==> src/rtl/branch_resolve_queue.sv <==
// Branch resolve queue: holds in-flight predictions in program order with their
// global history snapshot, and turns each in-order resolution into a one-cycle
// predictor training update. A mispredict squashes every younger entry and
// raises a one-cycle flush toward fetch.
module branch_resolve_queue #(
  parameter int DEPTH  = 8,
  parameter int HIST_W = 12,
  parameter int CNT_W  = 16
) (
  input  logic                     clock,
  input  logic                     reset,
  input  logic                     pred_valid,
  output logic                     pred_ready,
  input  logic                     pred_taken,
  input  logic [HIST_W-1:0]        pred_hist,
  input  logic                     resolve_valid,
  input  logic                     resolve_taken,
  output logic                     upd_valid,
  output logic                     upd_taken,
  output logic [HIST_W-1:0]        upd_hist,
  output logic                     upd_mispredict,
  output logic                     flush,
  output logic [$clog2(DEPTH):0]   occupancy,
  output logic [CNT_W-1:0]         mispredict_count,
  output logic                     underflow_err
);

  localparam int PW = $clog2(DEPTH);
  localparam logic [PW:0] OCC_FULL = (PW+1)'(DEPTH);

  typedef struct packed {
    logic              taken;
    logic [HIST_W-1:0] hist;
  } entry_t;

  // FLUSH is the single cycle after a mispredicting pop; fetch is held off.
  typedef enum logic {RUN, FLUSH} state_t;

  entry_t [DEPTH-1:0] mem_q, mem_d;
  logic [PW-1:0]      head_q, head_d, tail_q, tail_d;
  logic [PW:0]        occ_q, occ_d;
  state_t             state_q, state_d;
  logic               upd_valid_q, upd_valid_d;
  logic               upd_taken_q, upd_taken_d;
  logic [HIST_W-1:0]  upd_hist_q, upd_hist_d;
  logic               upd_mis_q, upd_mis_d;
  logic [CNT_W-1:0]   mis_cnt_q, mis_cnt_d;
  logic               uflow_q, uflow_d;

  logic full, push, pop, mis;
  entry_t head_e;

  // Occupancy alone tells full from empty; head==tail is ambiguous.
  assign full       = (occ_q == OCC_FULL);
  assign pred_ready = !full && (state_q == RUN) && !reset;
  assign push       = pred_valid && pred_ready;
  assign pop        = resolve_valid && (occ_q != '0);
  assign head_e     = mem_q[head_q];
  assign mis        = pop && (head_e.taken != resolve_taken);

  // Next-state: pointers, storage, update outputs and statistics.
  always_comb begin
    mem_d       = mem_q;
    head_d      = head_q;
    tail_d      = tail_q;
    occ_d       = occ_q;
    state_d     = mis ? FLUSH : RUN;
    upd_valid_d = pop;
    upd_taken_d = upd_taken_q;
    upd_hist_d  = upd_hist_q;
    upd_mis_d   = upd_mis_q;
    mis_cnt_d   = mis_cnt_q;
    uflow_d     = uflow_q || (resolve_valid && (occ_q == '0));

    if (pop) begin
      head_d      = head_q + PW'(1);
      upd_taken_d = resolve_taken;
      upd_hist_d  = head_e.hist;
      upd_mis_d   = mis;
    end

    if (mis) begin
      // Everything younger than the mispredicted branch is wrong-path,
      // including a prediction offered on this same edge.
      tail_d = head_q + PW'(1);
      occ_d  = '0;
      if (mis_cnt_q != '1) mis_cnt_d = mis_cnt_q + CNT_W'(1);
    end else begin
      if (push) begin
        mem_d[tail_q] = '{taken: pred_taken, hist: pred_hist};
        tail_d        = tail_q + PW'(1);
      end
      case ({push, pop})
        2'b10:   occ_d = occ_q + (PW+1)'(1);
        2'b01:   occ_d = occ_q - (PW+1)'(1);
        default: occ_d = occ_q;
      endcase
    end
  end

  // State registers, cleared asynchronously.
  always_ff @(posedge clock or posedge reset) begin
    if (reset) begin
      mem_q       <= '0;
      head_q      <= '0;
      tail_q      <= '0;
      occ_q       <= '0;
      state_q     <= RUN;
      upd_valid_q <= 1'b0;
      upd_taken_q <= 1'b0;
      upd_hist_q  <= '0;
      upd_mis_q   <= 1'b0;
      mis_cnt_q   <= '0;
      uflow_q     <= 1'b0;
    end else begin
      mem_q       <= mem_d;
      head_q      <= head_d;
      tail_q      <= tail_d;
      occ_q       <= occ_d;
      state_q     <= state_d;
      upd_valid_q <= upd_valid_d;
      upd_taken_q <= upd_taken_d;
      upd_hist_q  <= upd_hist_d;
      upd_mis_q   <= upd_mis_d;
      mis_cnt_q   <= mis_cnt_d;
      uflow_q     <= uflow_d;
    end
  end

  assign upd_valid        = upd_valid_q;
  assign upd_taken        = upd_taken_q;
  assign upd_hist         = upd_hist_q;
  assign upd_mispredict   = upd_mis_q;
  assign flush            = (state_q == FLUSH);
  assign occupancy        = occ_q;
  assign mispredict_count = mis_cnt_q;
  assign underflow_err    = uflow_q;

endmodule

==> config.mk <==
export PLATFORM = sky130hd
export DESIGN_NAME = branch_resolve_queue
export DESIGN_NICKNAME = d
export VERILOG_FILES = /design/src/rtl/branch_resolve_queue.sv
export SDC_FILE = /design/constraint.sdc
export NUM_CORES = 1
export LEC_CHECK = 0
export CAP_MARGIN = 20
export CORE_UTILIZATION = 40
export CTS_CLUSTER_SIZE = 14
export DETAILED_ROUTE_END_ITERATION = 7
export GPL_ROUTABILITY_DRIVEN = 0
export PLACE_DENSITY = 0.71
export SYNTH_ARGS = -nofsm -noshare
export SYNTH_HDL_FRONTEND = slang
export SYNTH_SLANG_ARGS = --single-unit
==> constraint.sdc <==
create_clock -name clock -period 4.1 [get_ports clock]
set_input_delay 0.41 -clock clock [delete_from_list [all_inputs] [get_ports clock]]
set_output_delay 0.41 -clock clock [all_outputs]
set_load 0.02 [all_outputs]
==> results.py <==
metrics = {
    "global_route": {
        "grtUsageMet3_pct": 4.15,
        "antenna_found_initial": 0,
        "grt_overflow": 0,
        "grt_pass1_vias": 4446,
        "grt-busiest-layer": "met2",
        "gr-usage-met2_pct": 29.3,
        "grt_pass1_wl_um": 23600,
        "grtUsageTotal_pct": 17.7,
        "grt_use_met1_pct": 22.7,
        "grt_max_degree": 82,
    },
    "synth": {
        "synth_top_area_cell": "dfrtp_1",
        "ys_types": 39,
        "syn_nets": 490,
        "synth_top_area_share_pct": 54.4,
        "ys_warn_count": 0,
        "synthesis.area_um2": 6760,
        "syn_inst": 466,
        "synth.top_cells.by_area": "dfrtp_1, mux2_2, mux4_2",
        "synth-seq-cells": 147,
        "seq_area_frac_synth_pct": 54.4,
        "syn_avg_cell_area_um2": 14.5,
    },
    "floorplan": {
        "die-area_um2": 17400,
        "die_y_um": 132,
        "coreArea_um2": 16500,
        "initial_utilization_pct": 40.9,
        "fp-row-count": 47,
        "fp.dieW_um": 132,
        "io_pins": 56,
    },
    "power": {
        "peakVddDrop_mv": 0.377,
        "totalPowerFinal_w": 0.00640,
        "power_leakage_nw": 3.62,
        "cellPowerDensity_nw_per_um2": 772,
    },
    "final_layout": {
        "fin_nets": 562,
        "fin_area_um2": 8290,
        "post-route-util_pct": 50.2,
        "final_common_cell": "dfrtp_1",
        "area_growth_pct": 22.6,
        "layout_common_cells": "dfrtp_1, mux2_2, clkdlybuf4s50_1",
        "drive_gt1_share_pct": 36.3,
        "num-fill-cells": 1403,
        "n_antenna_cell": 0,
    },
    "worst_setup_path": {
        "setup.worst_path.class": "reg -> reg",
        "critPathMostFrequentCell": "mux2_2",
        "rr_startpoint": "head_q[0]",
        "crit_arrival_ns": 3.43,
        "r2r-end": "mem_q[72]",
        "critPathRequiredTime_ns": 4.40,
        "path_cells": "mux2_2, mux4_2, mux2i_1, bufinv_8, nor4b_4, buf_4, mux2_2",
        "slowest_delay_ns": 0.54,
        "start_kind": "register",
        "rrSetupSlack_ns": 0.97,
        "r2r_cells": 7,
        "cp-end-kind": "register",
        "cp_max_fo": 16,
        "slowest_stage": "nor4b_4",
    },
    "drt": {
        "first_iter_violations": 157,
        "drc": 2,
        "drtAntennaViolNets": 0,
        "dr.pass1.iters": 8,
        "via_per_inst": 5.27,
        "wl_um": 13800,
        "vias": 4061,
        "wl_per_cell_um": 17.9,
    },
    "cts": {
        "root_buffer": "clkbuf_16",
        "numCtsBuffers": 17,
        "ctsResizeCount": 0,
        "cts_tree": "done",
        "htreeDepth": 4,
        "cts_buffer_depth": 2,
        "hold_buffers": 0,
        "cts_setup_buffers": 0,
        "path_clk_slew_ns": 0.06,
        "cts_num_sinks": 147,
        "clk_latency_ns": 0.42,
    },
    "sta": {
        "post-route-period-util_pct": 76.4,
        "fmax_mhz": 319,
        "setup_viol": 0,
        "slew_viol_final": 0,
        "tightest_slew_ns": 0.822,
        "rsz0062_at_grt": "no",
        "hold_viol_final": 0,
        "tns_ns": 0,
        "max-slew-margin-rel_pct": 45.2,
        "fin_skew_ns": 0.00812,
        "fin_crit_ns": 3.13,
    },
    "worst_hold_path": {
        "hold_class": "in -> async",
    },
    "status": {
        "status": "complete, but fails checks",
        "violations": "design-rule violations",
    },
    "place": {
        "hpwl_um": 9130,
        "port-buffer-count": 55,
        "placed_area_um2": 7640,
    },
    "job": {
        "cap_violations": 0,
    },
}
per-layer routing:
| layer | part of all wire [%] | wire length (um) |
|---|---|---|
| met5 | 0 | 0 |
| met3 | 3.3 | 457 |
| met4 | 1.3 | 178 |
| met2 | 51 | 7050 |
| met1 | 44 | 6110 |
logic make-up after synthesis:
kind of cell / synth area share [%]
AOI/OAI and AO/OA: 2.39
xor gates and xnor gates: 2.85
adders and majority gates: 1.22
buffers and inverters: 2.48
DFF: 54.4
muxes: 28.7
and+or+nand+nor: 7.96
power breakdown:
part | total (W) | internal (W) | switching [W]
clock | 0.00162 | 0.00103 | 0.000583
sequential | 0.00249 | 0.00208 | 0.000418
combinational | 0.00229 | 0.00129 | 0.00100
metrics by stage:
stage                     std cells  setup WS (ns)  hold WS, ns
after floorplan                 466           1.21        0.452
after global placement          738          0.977        0.451
after detailed placement        738          0.878        0.476
after CTS                       770          0.942        0.489
after global routing            771          0.761        0.455
final                           771          0.966        0.433
sequential cells by signal, summed over array words and instances, names as in the netlist, 3 cells and up:
signal	count
head_q	3
mem_q	104
mispredict_count	16
occupancy	4
tail_q	3
upd_hist	12
worst max-delay path, delay by kind of cell, from the launching register on:
kind                   cells  cell delay, ns
multiplexers               4            1.45
buffers and inverters      2            0.55
AND/OR/NAND/NOR            1            0.54
flip-flops                 1            0.47
final cells by class:
cell class,count,area [um2],area share [%]
Clock buffer,23,498,6.01
Clock inverter,9,125,1.51
Inverter,7,43.8,0.528
Multi-Input combinational cell,287,2930,35.3
Sequential cell,147,3680,44.4
Tap cell,220,275,3.32
Timing Repair Buffer,78,743,8.96
worst max-delay path by stage:
stage / from / to / slack, ns / depth (start not counted)
6_report: head_q[0] / mem_q[72] / 0.97 / 7
5_1_grt: occupancy[0] / mem_q[72] / 0.76 / 8
4_1_cts: head_q[0] / mem_q[103] / 0.94 / 7
3_5_place_dp: resolve_valid / mem_q[103] / 0.88 / 9
3_3_place_gp: resolve_valid / mem_q[76] / 0.98 / 9
2_1_floorplan: occupancy[0] / mem_q[78] / 1.21 / 9
cells in the mapped netlist:
master,count
dfrtp_1,147
and3_1,2
fa_1,1
a2111oi_0,1
nor4b_4,4
nor3_2,1
a211oi_1,2
buf_4,1
mux2_2,109
mux2i_1,14
and2_1,3
nor3_1,8
nand4b_1,2
buf_1,4
clkbuf_1,11
a31oi_1,1
mux2_1,1
xor2_1,14
mux4_2,25
xnor2_1,8
ha_1,5
nor2_1,10
a31o_2,1
nand2b_1,2
o41ai_2,1
and4_1,1
nor4_1,6
bufinv_8,1
a2111o_1,1
inv_1,6
nor3b_1,4
a21oi_1,1
a21o_1,2
nor4_4,3
buf_2,6
buf_6,3
nand2_1,33
o21ai_0,15
nand3_1,6
Power figures use the tool's default switching activity.
==> patch, RTL diff (same settings) <==
Put one more register stage on the output `mispredict_count`. The value now appears one clock later. The other outputs are not delayed to match.
--- a/src/rtl/branch_resolve_queue.sv
+++ b/src/rtl/branch_resolve_queue.sv
@@ -133,7 +133,9 @@
   assign upd_mispredict   = upd_mis_q;
   assign flush            = (state_q == FLUSH);
   assign occupancy        = occ_q;
-  assign mispredict_count = mis_cnt_q;
+  always_ff @(posedge clock) begin
+    mispredict_count <= mis_cnt_q;
+  end
   assign underflow_err    = uflow_q;
 
 endmodule
Function: changed (a bounded check fails within 4 cycles, from zero or initial values and one cycle with reset high).
==> patch against the original RTL <==
- fmax grew 6.1%
- global-route usage grew 0.11 points
- die area increased by 3.6%
- largest cell class unchanged
- critical path type unchanged
- sequential cell count is 16 higher
- critical path depth did not move
- wire length up 2.3%
- cell area up 2.1%
- setup slack gained 0.18 ns
- power rose by 1.3%
- area after synthesis rose by 3.7%
- highest routed layer unchanged
==> patch: results <==
group,metric,value,unit
route,dr_wl_met3,431,um
logic_synthesis,synth-seq-area-share,57.0,%
grt,grt_use_met1,23.1,%
timing,fin_hold_ws,0.433,ns
pwr,cellLeakagePower,3.66,nW
timing,fin_worst_skew,0.00727,ns
hold_path,hold_path_class,"flip-flop to flip-flop",
grt,grt_max_degree,80,
logic_synthesis,asyncSetResetFlopFracSynth,90.2,%
cells_and_area,design_area,8470,um^2
critical_path,max_stage_delay,0.63,ns
logic_synthesis,post_synth_most_frequent_cells,"sky130_fd_sc_hd__dfrtp_1, sky130_fd_sc_hd__mux2_2, sky130_fd_sc_hd__nand2_1",
place,post-dp-hpwl,8930,um
logic_synthesis,synth_xor_xnor_area_share,2.75,%
place,placed_cell_area,7860,um^2
route,met2_length,7100,um
timing,min_period_over_period,72.1,%
route,detailedRoute.firstPassIterationCount,4,
place,dpl.cell_count,748,
cells_and_area,number_of_nets_in_the_layout,566,
grt,globalRouteMet2Util,29.4,%
logic_synthesis,post_synth_main_area_contributors,"sky130_fd_sc_hd__dfrtp_1, sky130_fd_sc_hd__mux2_2, sky130_fd_sc_hd__mux4_2",
pwr,power.ir.vdd_worst,0.384,mV
route,route.vias.total,4136,
logic_synthesis,synthAdderAreaFrac,1.18,%
logic_synthesis,postSynthCellCount,477,
logic_synthesis,synth_compound_area_share,2.34,%
critical_path,crit-reg2reg-capture,"mem_q[38]",
place,placement_setup_slack,1.12,ns
grt,global_route_met3_usage,4.16,%
route,met1Wirelength,6410,um
grt,grtUsageTotal,17.8,%
cells_and_area,drive_gt1_share,31.0,%
status,run_status,"finished, final reports clean",
logic_synthesis,netlist-cell-type-count,37,
## patch: cell count changes after synthesis, sizes merged, moves of 4 or more
cell and change:
dfxtp +16, xnor2 +11, xor2 -11, nand3 +7, nand4 +7, mux2i +6
and3 +5, nand2 -5, nor3 -5, mux2 -4, nor3b -4, nor4 -4
## patch: cell type report
type	count	area [um^2]
repair buffers	70	676
fillers	1439	8770
clock inverters	11	82.6
clock buffers	21	526
well taps	225	282
multi-input cells	285	2880
inverters	5	22.5
flip-flops and latches	163	4000
## patch: worst min path at each step
stage / end
2_1_floorplan: mispredict_count[15]
3_3_place_gp: mispredict_count[15]
3_5_place_dp: mispredict_count[15]
4_1_cts: mispredict_count[14]
5_1_grt: mispredict_count[15]
6_report: mispredict_count[14]
## patch: power breakdown
| part | internal [mW] | switching, mW | leakage (nW) |
|---|---|---|---|
| registers | 2.25 | 0.428 | 2.00 |
| clock network | 0.929 | 0.657 | 0.307 |
| logic | 1.24 | 0.979 | 1.36 |
| total | 4.42 | 2.06 | 3.66 |
